**src/rtl/transfer_center.sv**
```systemverilog
// Serial-to-parallel transfer center: receives a framed serial word and offers it to one of two local scanners in turn.
// Optional even-parity check on the frame is enabled by defining TRANSFER_CENTER_PARITY_EN.
//
// state   | meaning
// IDLE    | waiting for readyForTransferIn; outputs cleared
// RECEIVE | shifting frame bits in, MSB first
// HOLD    | completed word offered on dataBuffer for HOLD_CYCLES cycles
module transfer_center #(
    parameter int DATA_WIDTH  = 8,
    parameter int HOLD_CYCLES = 4
) (
    input  logic                  clk,
    input  logic                  rst,
    input  logic                  dataIn,
    input  logic                  readyForTransferIn,
    output logic                  readyForTransferOut,
    output logic [1:0]            localScannerOut,
    output logic [DATA_WIDTH-1:0] dataBuffer
);

`ifdef TRANSFER_CENTER_PARITY_EN
    localparam int FRAME_BITS = DATA_WIDTH + 1;
`else
    localparam int FRAME_BITS = DATA_WIDTH;
`endif

    // Counter covers DATA_WIDTH+1 so the parity frame never wraps it
    localparam int CNT_W = $clog2(DATA_WIDTH + 2);
    localparam logic [CNT_W-1:0] LAST_BIT  = CNT_W'(FRAME_BITS - 1);
    localparam logic [3:0]       HOLD_LOAD = 4'(HOLD_CYCLES - 1);

    localparam logic [1:0] IDLE    = 2'd0;
    localparam logic [1:0] RECEIVE = 2'd1;
    localparam logic [1:0] HOLD    = 2'd2;

    logic [1:0]            state;
    logic [CNT_W-1:0]      bitCount;
    logic [DATA_WIDTH-1:0] shiftReg;
    logic [3:0]            holdCount;
    logic                  destSel;

    logic [DATA_WIDTH-1:0] shiftNext;
    logic [DATA_WIDTH-1:0] frameWord;
    logic                  frameGood;
    logic                  lastBit;

    assign shiftNext = DATA_WIDTH'({shiftReg, dataIn});
    assign lastBit   = (bitCount == LAST_BIT);

`ifdef TRANSFER_CENTER_PARITY_EN
    // On the parity edge the data bits are already complete in shiftReg
    assign frameWord = shiftReg;
    assign frameGood = ~((^shiftReg) ^ dataIn);
`else
    assign frameWord = shiftNext;
    assign frameGood = 1'b1;
`endif

    always_ff @(posedge clk or negedge rst) begin
        if (!rst) begin
            state               <= IDLE;
            bitCount            <= '0;
            shiftReg            <= '0;
            holdCount           <= '0;
            destSel             <= 1'b0;
            dataBuffer          <= '0;
            readyForTransferOut <= 1'b0;
            localScannerOut     <= 2'b00;
        end else begin
            case (state)
                IDLE: begin
                    readyForTransferOut <= 1'b0;
                    localScannerOut     <= 2'b00;
                    if (readyForTransferIn) begin
                        state    <= RECEIVE;
                        bitCount <= '0;
                    end
                end
                RECEIVE: begin
                    shiftReg <= shiftNext;
                    bitCount <= bitCount + 1'b1;
                    if (lastBit) begin
                        if (frameGood) begin
                            state               <= HOLD;
                            holdCount           <= HOLD_LOAD;
                            dataBuffer          <= frameWord;
                            readyForTransferOut <= 1'b1;
                            localScannerOut     <= destSel ? 2'b10 : 2'b01;
                            destSel             <= ~destSel;
                        end else begin
                            state <= IDLE;
                        end
                    end
                end
                HOLD: begin
                    if (holdCount == 4'd0) begin
                        state               <= IDLE;
                        readyForTransferOut <= 1'b0;
                        localScannerOut     <= 2'b00;
                    end else begin
                        holdCount <= holdCount - 1'b1;
                    end
                end
                default: begin
                    state               <= IDLE;
                    readyForTransferOut <= 1'b0;
                    localScannerOut     <= 2'b00;
                end
            endcase
        end
    end

endmodule

```
**config.mk**
```make
export PLATFORM = sky130hd
export DESIGN_NAME = transfer_center
export DESIGN_NICKNAME = d
export VERILOG_FILES = /design/src/rtl/transfer_center.sv
export SDC_FILE = /design/constraint.sdc
export NUM_CORES = 1
export LEC_CHECK = 0
export CAP_MARGIN = 40
export CELL_PAD_IN_SITES_DETAIL_PLACEMENT = 0
export CELL_PAD_IN_SITES_GLOBAL_PLACEMENT = 1
export CORE_MARGIN = 3
export CORE_UTILIZATION = 39
export CTS_CLUSTER_DIAMETER = 200
export DETAILED_ROUTE_END_ITERATION = 16
export PLACE_DENSITY = 0.74
export SLEW_MARGIN = 10
export SYNTH_ARGS = -nofsm -noshare
export SYNTH_HDL_FRONTEND = slang
export SYNTH_SLANG_ARGS = --single-unit
```
**constraint.sdc**
```tcl
create_clock -name clk -period 1.55 [get_ports clk]
set_clock_uncertainty 0.15 [all_clocks]
set_input_delay 0.3875 -clock clk [delete_from_list [all_inputs] [get_ports clk]]
set_output_delay 0.3875 -clock clk [all_outputs]
set_load 0.02 [all_outputs]
```
==> metrics.txt <==
Final ANT Viol Nets=0; unrepaired setup endpoints after global routing=true; Hold Fails Final Rpt=0; Avg WL per Cell=13.0 um; floorplan row count=20; Leakage=0.000867 uW; Max Fclk=622 MHz; CP endpoint kind=flop; TritonCTS buffer count=5; WHS=269 ps; top-area cell type share of the netlist area=0.565; max cap viols=0; global-route wire length before repair=3960 um; Syn Area/Cell=12.2 um2; Layout area overhead=34.7%; DR vias=881; number of synthesized flops with an enable pin=0; Buffers on Ports=14; Max Slew Vio Count=0; worst-margin pin slew=304 ps; clk sinks=29; origin of the critical flop-to-flop path=holdCount[0]$_DFFE_PN0P_; core area=0.00310 mm2; gpl congestion=0.747; Post-synth top flop=dfrtp_1; CTS Hold Buffers Added=0; Synth area leader=dfrtp_1; WP data required=1640 ps; synthesized area=0.00128 mm2; Warnings, synthesis=0; DRC errors left=0; vias in the first global route=886; status=finished, violations left; CP Data Arrival Time=1700 ps; Skew-Pair Late Insertion Delay=310 ps; initial antenna violation count=0; H-Tree Depth=2; Total Nets Final=147; Seq/Total Area, Yosys=0.565; Worst Setup Start Kind=flop; Total GRT Usage=0.125; Mapped Cells=105; failing checks=negative setup slack; maximum VDD drop=0.897 mV; DIE AREA=0.00402 mm2; Iter 0 DRT Violations=21; Power Dens Cells=2000 mW/mm2; flops & latches, synth=29; WL final=2410 um; top-count cell post-synth=dfrtp_1; reg2reg path depth=4; Final min period=1610 ps; share of post-route cells with drive strength above 1=0.401; Synth area leaders=dfrtp_1 57%, nand2_1 7.3%, mux2_1 4.4%, mux2_2 4.4%, a22o_1 2.7%; CTS tree=yes; Synth async-reset ratio=1.00; crit path kind=reg2reg; CP max FO=2; Max-slew headroom=0.797; Final WS setup=-58.9 ps; area post-placement=0.00159 mm2; dpl hpwl=1610 um; root buffer cell=clkbuf_4; FF-to-FF End=holdCount[3]$_DFFE_PN0P_; final instance area=0.00173 mm2; I/O Pins=15; synth unique cells=32; syn_nets=111; worst hold path class=in2async; largest net degree at the start of global routing=30; final setup vio count=4; Initial Util=0.414; DRT Pass-1 Iters=4; die height=63.4 um; Vias per Instance=4.74; diodes inserted=0; Clock Path Buffers=2; R2R setup slack=-60 ps; FILL cells=286; Post-Route Setup TNS=-190 ps; Congestion Overflow GR=0; Clock Pin Slew Worst Setup and Hold Paths=90 ps; Post-synth top cells=29 x dfrtp_1, 25 x nand2_1, 5 x mux2_1, 5 x mux2_2, 4 x a22o_1; Die X=63.4 um; Final Cycle Share=1.04
[final cells by class]
cell class,count,area (um2),area share
timing repair buffer,32,263,0.152
sequential,29,726,0.420
multi-input combinational,71,593,0.343
tap,44,55.1,0.0318
inverter,2,7.51,0.00434
clock buffer,7,55.1,0.0318
clock inverter,1,30.0,0.0174
[state kept, by name, summed over array words and instances, names as in the netlist]
register             cells
readyForTransferOut      1
holdCount                4
localScannerOut          2
destSel                  1
bitCount                 4
state                    2
dataBuffer               8
shiftReg                 7
[logic make-up (layout without fill, tap and decap cells)]
kind of cell | Yosys count | in the layout | share of synthesized area
and+or+nand+nor | 41 | 42 | 0.168
adders and majority gates | 2 | 2 | 0.0195
muxes | 12 | 12 | 0.111
buffers and inverters | 6 | 42 | 0.0380
AOI/OAI and AO/OA | 14 | 14 | 0.0916
xor gates and xnor gates | 1 | 1 | 0.00682
DFF | 29 | 29 | 0.565
[placed cells by master, fill, tap and decap left out, types with 2 or more instances in the layout]
cell	instances
o21ai_0	2
inv_1	2
nor2_1	3
clkbuf_4	5
buf_4	14
a21o_1	2
nand2b_4	2
dfrtp_1	29
clkdlybuf4s50_1	3
nand2_1	25
clkbuf_2	10
mux2_1	3
a22o_1	4
buf_12	2
mux2_4	7
mux2_2	2
nor2_4	2
[metrics by stage]
| stage | instances | total power [uW] | worst slack, ps | utilization |
|---|---|---|---|---|
| detailed placement | 173 | 2790 | -67.2 | 0.514 |
| global route | 186 | 3720 | -143 | 0.557 |
| global placement | 173 | 2740 | -29.6 | 0.514 |
| finish | 186 | 3470 | -58.9 | 0.557 |
| CTS | 183 | 3410 | -37.3 | 0.549 |
| floorplan | 105 | 2210 | -2.96 | - |
[timing repair]
| action | CTS | global route |
|---|---|---|
| setup buffers | 2 | 2 |
| gates resized for setup | 25 | 21 |
| gates cloned | 0 | 1 |
| endpoints found under the setup margin | 21 | 25 |
| endpoints found under the hold margin | 0 | 0 |
| pin swaps | 2 | 5 |
[report_power, final]
group | internal, uW | total (uW) | switching, uW
clock | 385 | 634 | 249
combinational | 811 | 1520 | 708
sequential | 1080 | 1310 | 236
total | 2270 | 3470 | 1190
[how the worst max path moves through the flow]
stage,cells past startpoint,to,from
2_1_floorplan,5,dataBuffer[0]$_DFFE_PN0P_,bitCount[1]$_DFFE_PN0P_
3_3_place_gp,5,holdCount[0]$_DFFE_PN0P_,holdCount[0]$_DFFE_PN0P_
3_5_place_dp,5,holdCount[1]$_DFFE_PN0P_,holdCount[0]$_DFFE_PN0P_
4_1_cts,5,holdCount[1]$_DFFE_PN0P_,holdCount[1]$_DFFE_PN0P_
5_1_grt,4,holdCount[3]$_DFFE_PN0P_,holdCount[0]$_DFFE_PN0P_
6_report,4,holdCount[3]$_DFFE_PN0P_,holdCount[0]$_DFFE_PN0P_
[routing by layer]
metal	track usage	share of wire	vias to the layer above
met3	0.0428	0.030	4
met5	0	0	-
li1	-	-	432
met1	0.163	0.47	431
met2	0.196	0.50	14
met4	0.0404	0.0079	0
[worst max-delay path, stage by stage, from the launching register on]
cell	delay, ps
dfrtp_1	400
buf_6	120
or3_1	350
or4_1	420
o21ai_1	100
Power figures use the tool's default switching activity.
